--- src/rtl/sr_cmd_driver_if.sv ---
`default_nettype none
// ============================================================================
//  Module   : sr_cmd_driver_if
//  Purpose  : Bundles the command handshake, the S/R drive pair and the
//             flip-flop read-back/status signals of sr_cmd_driver.
//  Signals  : cmd_valid, cmd_op[1:0]   command from control logic
//             cmd_ready                driver can accept a command
//             S, R                     drive to the SR flip-flop
//             q_model                  expected flip-flop Q
//             done                     one-cycle completion pulse
//             q_in                     actual flip-flop Q (read-back)
//             err                      sticky read-back mismatch flag
//  Modports : master - command source / flip-flop side
//             slave  - sr_cmd_driver
//  Revision : 1.0  initial release
// ============================================================================
interface sr_cmd_driver_if;
  logic       cmd_valid;
  logic [1:0] cmd_op;
  logic       cmd_ready;
  logic       S;
  logic       R;
  logic       q_model;
  logic       done;
  logic       q_in;
  logic       err;

  modport master (
    output cmd_valid, cmd_op, q_in,
    input  cmd_ready, S, R, q_model, done, err
  );

  modport slave (
    input  cmd_valid, cmd_op, q_in,
    output cmd_ready, S, R, q_model, done, err
  );
endinterface
`default_nettype wire

--- src/rtl/sr_cmd_driver.sv ---
`default_nettype none
// ============================================================================
//  Module   : sr_cmd_driver
//  Purpose  : Turns one-at-a-time nop/clear/set/toggle commands into S/R
//             pulses of PULSE_W cycles followed by GAP_W guard cycles, and
//             keeps a shadow of the driven flip-flop's Q.
//  Params   : PULSE_W  S/R high time in cycles (1..255)
//             GAP_W    guard cycles with S=R=0 after a pulse (0..255)
//  Ports    : clk      clock, rising edge
//             reset    synchronous reset, active low
//             bus      sr_cmd_driver_if.slave (command handshake, S/R,
//                      q_model, done, q_in, err)
//  Option   : SR_CMD_DRIVER_CHECK_EN - when defined, q_in is compared with
//             q_model on every done cycle and a mismatch sets sticky err.
//             When undefined q_in is ignored and err is held at 0.
//  Revision : 1.0  initial release
// ============================================================================
module sr_cmd_driver #(
  parameter int unsigned PULSE_W = 1,
  parameter int unsigned GAP_W   = 1
) (
  input  wire            clk,
  input  wire            reset,
  sr_cmd_driver_if.slave bus
);

  localparam logic [1:0] c_op_nop = 2'b00;
  localparam logic [1:0] c_op_set = 2'b10;
  localparam logic [1:0] c_op_tgl = 2'b11;

  // Counters hold "cycles remaining minus one"; out-of-range parameters just wrap.
  localparam logic [7:0] c_pulse_load = 8'(PULSE_W - 32'd1);
  localparam logic [7:0] c_gap_load   = 8'(GAP_W - 32'd1);

  typedef enum logic [1:0] {
    ST_IDLE  = 2'd0,
    ST_PULSE = 2'd1,
    ST_GAP   = 2'd2
  } state_t;

  state_t     state_q, state_d;
  logic [7:0] cnt_q, cnt_d;
  logic       s_q, s_d;
  logic       r_q, r_d;
  logic       q_model_q, q_model_d;
  logic       done_q, done_d;
  logic       err_q, err_d;
  logic       alive_q;   // low through reset, so cmd_ready stays low until the cycle after release

  logic       w_cmd_ready;
  logic       w_accept;
  logic       w_want_set;

  assign w_cmd_ready = alive_q && (state_q == ST_IDLE);
  assign w_accept    = bus.cmd_valid && w_cmd_ready;
  // Toggle resolves against the shadow Q at accept time.
  assign w_want_set  = (bus.cmd_op == c_op_set) ||
                       ((bus.cmd_op == c_op_tgl) && !q_model_q);

  always_ff @(posedge clk) begin
    if (!reset) begin
      state_q   <= ST_IDLE;
      cnt_q     <= 8'd0;
      s_q       <= 1'b0;
      r_q       <= 1'b0;
      q_model_q <= 1'b0;
      done_q    <= 1'b0;
      err_q     <= 1'b0;
      alive_q   <= 1'b0;
    end else begin
      state_q   <= state_d;
      cnt_q     <= cnt_d;
      s_q       <= s_d;
      r_q       <= r_d;
      q_model_q <= q_model_d;
      done_q    <= done_d;
      err_q     <= err_d;
      alive_q   <= 1'b1;
    end
  end

  // S and R next-states are only ever produced as a complementary pair from
  // one decision, or as a hold that masks R with S, so they cannot both be 1.
  always_comb begin
    state_d   = state_q;
    cnt_d     = cnt_q;
    s_d       = 1'b0;
    r_d       = 1'b0;
    q_model_d = q_model_q;
    done_d    = 1'b0;
    case (state_q)
      ST_IDLE: begin
        if (w_accept) begin
          if (bus.cmd_op == c_op_nop) begin
            done_d = 1'b1;
          end else begin
            state_d = ST_PULSE;
            cnt_d   = c_pulse_load;
            s_d     = w_want_set;
            r_d     = !w_want_set;
          end
        end
      end
      ST_PULSE: begin
        if (cnt_q == 8'd0) begin
          // Last pulse cycle: S/R drop and the shadow takes the driven value.
          q_model_d = s_q;
          if (GAP_W == 0) begin
            state_d = ST_IDLE;
            done_d  = 1'b1;
          end else begin
            state_d = ST_GAP;
            cnt_d   = c_gap_load;
          end
        end else begin
          cnt_d = cnt_q - 8'd1;
          s_d   = s_q;
          r_d   = r_q && !s_q;
        end
      end
      ST_GAP: begin
        if (cnt_q == 8'd0) begin
          state_d = ST_IDLE;
          done_d  = 1'b1;
        end else begin
          cnt_d = cnt_q - 8'd1;
        end
      end
      default: begin
        state_d = ST_IDLE;
      end
    endcase
  end

`ifdef SR_CMD_DRIVER_CHECK_EN
  // The flip-flop has settled by the done cycle, so compare there.
  assign err_d = err_q || (done_q && (bus.q_in != q_model_q));
`else
  logic w_unused_q_in;
  assign w_unused_q_in = bus.q_in;
  assign err_d         = 1'b0;
`endif

  assign bus.cmd_ready = w_cmd_ready;
  assign bus.S         = s_q;
  assign bus.R         = r_q;
  assign bus.q_model   = q_model_q;
  assign bus.done      = done_q;
  assign bus.err       = err_q;

endmodule
`default_nettype wire

--- src/flat_wrapper.sv ---
// flat-port wrapper written by rule: the top's interface ports become plain ports
module sr_cmd_driver_flat 
#(
  parameter int unsigned PULSE_W = 1,
  parameter int unsigned GAP_W   = 1
)
  (clk, reset, bus_cmd_valid, bus_cmd_op, bus_q_in, bus_cmd_ready, bus_S, bus_R, bus_q_model, bus_done, bus_err);
  sr_cmd_driver_if bus_i ();
  input  wire clk;
  input  wire reset;
  input wire logic [$bits(bus_i.cmd_valid)-1:0] bus_cmd_valid;
  input wire logic [$bits(bus_i.cmd_op)-1:0] bus_cmd_op;
  input wire logic [$bits(bus_i.q_in)-1:0] bus_q_in;
  output wire logic [$bits(bus_i.cmd_ready)-1:0] bus_cmd_ready;
  output wire logic [$bits(bus_i.S)-1:0] bus_S;
  output wire logic [$bits(bus_i.R)-1:0] bus_R;
  output wire logic [$bits(bus_i.q_model)-1:0] bus_q_model;
  output wire logic [$bits(bus_i.done)-1:0] bus_done;
  output wire logic [$bits(bus_i.err)-1:0] bus_err;
  assign bus_i.cmd_valid = bus_cmd_valid;
  assign bus_i.cmd_op = bus_cmd_op;
  assign bus_i.q_in = bus_q_in;
  assign bus_cmd_ready = bus_i.cmd_ready;
  assign bus_S = bus_i.S;
  assign bus_R = bus_i.R;
  assign bus_q_model = bus_i.q_model;
  assign bus_done = bus_i.done;
  assign bus_err = bus_i.err;
  sr_cmd_driver #(.PULSE_W(PULSE_W), .GAP_W(GAP_W)) u_core (.clk(clk), .reset(reset), .bus(bus_i));
endmodule
--- config.mk ---
export PLATFORM = sky130hd
export DESIGN_NAME = sr_cmd_driver_flat
export DESIGN_NICKNAME = d
export VERILOG_FILES = /design/src/rtl/sr_cmd_driver_if.sv /design/src/rtl/sr_cmd_driver.sv /design/src/flat_wrapper.sv
export SDC_FILE = /design/constraint.sdc
export NUM_CORES = 1
export LEC_CHECK = 0
export CAP_MARGIN = 20
export CORE_ASPECT_RATIO = 1.5
export CORE_MARGIN = 3
export CORE_UTILIZATION = 30
export CTS_CLUSTER_SIZE = 20
export DETAILED_ROUTE_END_ITERATION = 16
export DONT_BUFFER_PORTS = 1
export GPL_ROUTABILITY_DRIVEN = 0
export GPL_TIMING_DRIVEN = 0
export HOLD_SLACK_MARGIN = 0.15
export PLACE_DENSITY_LB_ADDON = 0.1
export SYNTH_ARGS = -nofsm -noshare
export SYNTH_HDL_FRONTEND = slang
export SYNTH_SLANG_ARGS = --single-unit
--- constraint.sdc ---
create_clock -name clk -period 1.5 [get_ports clk]
set_input_delay 0.3 -clock clk [delete_from_list [all_inputs] [get_ports clk]]
set_output_delay 0.3 -clock clk [all_outputs]
set_load 0.01 [all_outputs]
==> run metrics <==
count of standard-cell rows 23; cells traversed along the worst timing path or4_4, nor3_4, buf_6, o21ai_4, a31oi_1; number of global-route vias before repair 888; slowest cell delay on critical path 0.58 ns; Ant. Diodes 0; r2r endpoint u_core.cnt_q[4]; Critical Path Start u_core.cnt_q[5]; DRC violations left 0; max-cap check violation count 0; initial cell density of the core 32.63%; first-pass GRT wire length 4119 µm; number of hold violations in the final report 0; launch point of the worst reg-to-reg path u_core.cnt_q[5]; H-tree level count 1; Chip Height 73.49 µm; number of instances on the worst hold path 2; RSZ-0062 raised after global routing true; TritonCTS clock tree yes; leakage power of the design 0.0004891 µW; first-pass detailed-route iteration total 4; cell count of the worst reg-to-reg path 5; status finished with violations; number of setup violations in the final report 5; Core Box Area 2791 µm²; overall global routing resource usage 14.35%; required time at the endpoint of the critical path 1.67 ns; final cell utilization of the core 46.71%; slowest stage cell, crit path sky130_fd_sc_hd__or4_4; I/O pins 12; initial antenna violation count 0; drt wl/cell 15.35 µm; largest net degree at the start of global routing 10; number of pins with negative max-slew slack in the final report 0; Vias per Instance 5.467; remaining antenna violation count after routing 0; number of flip-flops and latches in the synthesized netlist 15; Via Count 902; Period Utilization, post-route 104.1%; HPWL reported at the end of detailed placement 1666 µm; number of distinct library cells after synthesis 35; Inserted Clock Buffers 3; endpoint with the worst hold slack u_core.cnt_q[1]; final cell area excluding filler cells 1304 µm²; Synth-to-Final Area Change 43.13%; worst-skew pair later-pin latency 0.25 ns; Die Footprint 3747 µm²; post-CTS clock slew at the launch and capture registers of the worst setup and hold paths 0.07 ns; worst voltage drop across the vdd grid 0.0004577 V; startpoint of the worst hold path reset; post-place instance area 969.7 µm²; Syn Inst Count 108; Synth warnings 0; area of the mapped netlist 910.9 µm²; total wire length after detailed routing 2532 µm; Clock Sink Count 15; type of element capturing the critical path flip-flop; top library cells by usage in the layout, fill and taps aside sky130_fd_sc_hd__buf_4 (13), sky130_fd_sc_hd__nand3_1 (8), sky130_fd_sc_hd__nor2_1 (7), sky130_fd_sc_hd__a21oi_1 (7), sky130_fd_sc_hd__dfxtp_1 (7); portion of the post-synthesis area used by sequential elements 32.97%; master cell of the clock root buffer sky130_fd_sc_hd__clkbuf_8; number of cells in the finished layout apart from fillers 165; Cell Pwr Density 973.6 nW/µm²; Avg Synthesized Cell Area 8.434 µm²; path class of the lowest-slack min-delay path in2reg; critical path peak fanout 4; most common cell after layout, fill and taps aside sky130_fd_sc_hd__buf_4; Synthesized Nets 121; final critical delay including setup and external delays 1.562 ns; category of the worst setup path launch point flip-flop; # placed instances 145; count of buffers from port buffering 0; Final nets 142; Fin Hold WS 0.1963 ns; Max Buffers Root-to-Sink 2; Layout Skew 0.002026 ns; Fmax 640.2 MHz; Chip Width 50.99 µm; layout cell share with drive strength beyond 1 41.41%; violated checks negative setup slack; number of DRC markers in iteration 0 29; Register-to-Register Setup Slack -0.06 ns; Data arrival, critical path 1.73 ns; class of the most critical setup path reg2reg; sum of internal, switching and leakage power 1269 µW; setup slack of the critical path after layout -0.06207 ns; total congestion overflow 0
==> worst max-delay path by stage <==
stage	endpoint	slack, ns	depth (start not counted)
CTS	u_core.cnt_q[3]	-0.05	6
floorplan	u_core.bus.R	0.01	6
global placement	u_core.cnt_q[6]	-0.26	6
finish	u_core.cnt_q[4]	-0.06	5
detailed placement	u_core.cnt_q[6]	-0.27	6
global route	u_core.cnt_q[4]	-0.15	7
==> cell families (layout without fill, tap and decap cells) <==
| kind of cell | count (synthesis) | count (layout) | share of synthesized area, % |
|---|---|---|---|
| compound gates | 35 | 35 | 23.77 |
| other cells | 1 | 1 | 0.4117 |
| simple gates | 39 | 39 | 26.24 |
| fa+ha+maj | 7 | 7 | 9.615 |
| flops | 15 | 15 | 32.97 |
| buf+inv | 8 | 28 | 3.710 |
| mux | 3 | 3 | 3.297 |
==> report_power, final <==
group          total (µW)  switching, µW  internal [µW]
logic                 477            257            220
registers             457           36.6            421
clock network         335            151            184
==> per-layer routing <==
metal / part of all wire (%) / GRT usage (%) / vias to the layer above
li1: - / - / 448
met1: 42 / 17.13 / 432
met2: 53 / 25.54 / 20
met3: 4.4 / 2.637 / 2
met4: 0.67 / 4.491 / 0
met5: 0 / 0 / -
==> through the flow <==
stage          setup WS [ns]  setup TNS (ns)
2_1_floorplan        0.01143               0
3_3_place_gp         -0.2612          -2.126
3_5_place_dp         -0.2704          -2.148
4_1_cts             -0.05376         -0.2147
5_1_grt              -0.1477          -1.195
6_report            -0.06207         -0.2095
==> synthesized netlist by cell type <==
master | number | area [µm²]
sky130_fd_sc_hd__a21o_1 | 1 | 7.510
sky130_fd_sc_hd__or4b_1 | 1 | 10.01
sky130_fd_sc_hd__o21ai_0 | 2 | 10.01
sky130_fd_sc_hd__o211ai_1 | 5 | 37.54
sky130_fd_sc_hd__nor4_2 | 1 | 12.51
sky130_fd_sc_hd__or3b_1 | 2 | 17.52
sky130_fd_sc_hd__buf_4 | 1 | 7.510
sky130_fd_sc_hd__ha_1 | 7 | 87.58
sky130_fd_sc_hd__or3b_2 | 1 | 8.760
sky130_fd_sc_hd__dfxtp_1 | 15 | 300.3
sky130_fd_sc_hd__and3_1 | 1 | 6.260
sky130_fd_sc_hd__nand2b_1 | 1 | 6.260
sky130_fd_sc_hd__nand4_1 | 2 | 12.51
sky130_fd_sc_hd__nor3b_1 | 1 | 7.510
sky130_fd_sc_hd__nand3_1 | 8 | 40.04
sky130_fd_sc_hd__mux2i_1 | 3 | 30.03
sky130_fd_sc_hd__nor3_1 | 1 | 5.000
sky130_fd_sc_hd__nor2_1 | 7 | 26.28
sky130_fd_sc_hd__a31oi_1 | 3 | 18.77
sky130_fd_sc_hd__o22ai_1 | 3 | 18.77
sky130_fd_sc_hd__o21ai_1 | 5 | 25.02
sky130_fd_sc_hd__nand2_1 | 6 | 22.52
sky130_fd_sc_hd__a211oi_1 | 2 | 15.01
sky130_fd_sc_hd__a41oi_1 | 1 | 8.760
sky130_fd_sc_hd__and2_1 | 2 | 12.51
sky130_fd_sc_hd__a21oi_1 | 10 | 50.05
sky130_fd_sc_hd__or4_4 | 2 | 22.52
sky130_fd_sc_hd__conb_1 | 1 | 3.750
sky130_fd_sc_hd__nor4_1 | 1 | 6.260
sky130_fd_sc_hd__a22oi_1 | 1 | 7.510
sky130_fd_sc_hd__o311ai_0 | 1 | 8.760
sky130_fd_sc_hd__nor3_4 | 1 | 16.27
sky130_fd_sc_hd__or3_1 | 1 | 6.260
sky130_fd_sc_hd__o21ai_2 | 1 | 8.760
sky130_fd_sc_hd__inv_1 | 7 | 26.28
==> repair_timing <==
item,in CTS,in global routing
buffers inserted,12,3
hold buffers,1,0
pin swaps,9,5
hold endpoints to repair,1,0
gates resized for setup,36,10
setup endpoints to repair,14,14
gates cloned,0,0
==> final cells by class <==
type	instances	area (µm²)
fill	281	1488
clock buffer	3	41.29
buffer	1	7.507
sequential	15	325.3
timing repair buffer	16	133.9
clock inverter	1	5.005
multi-input combinational	85	708.2
tap	37	46.29
inverter	7	36.28
==> flip-flops by register name, summed over array words and instances, names as in the netlist <==
register	flops
u_core.state_q	2
u_core.bus.done	1
u_core.cnt_q	8
u_core.bus.q_model	1
u_core.bus.S	1
u_core.bus.R	1
u_core.alive_q	1
==> critical path, delay by kind of cell (launching register included) <==
family	cells	cell delay, ns
AND/OR/NAND/NOR	2	0.79
flip-flops	1	0.34
AO/OA/AOI/OAI	2	0.21
buffers and inverters	1	0.14
No activity file was read; power rests on OpenSTA's default activity.
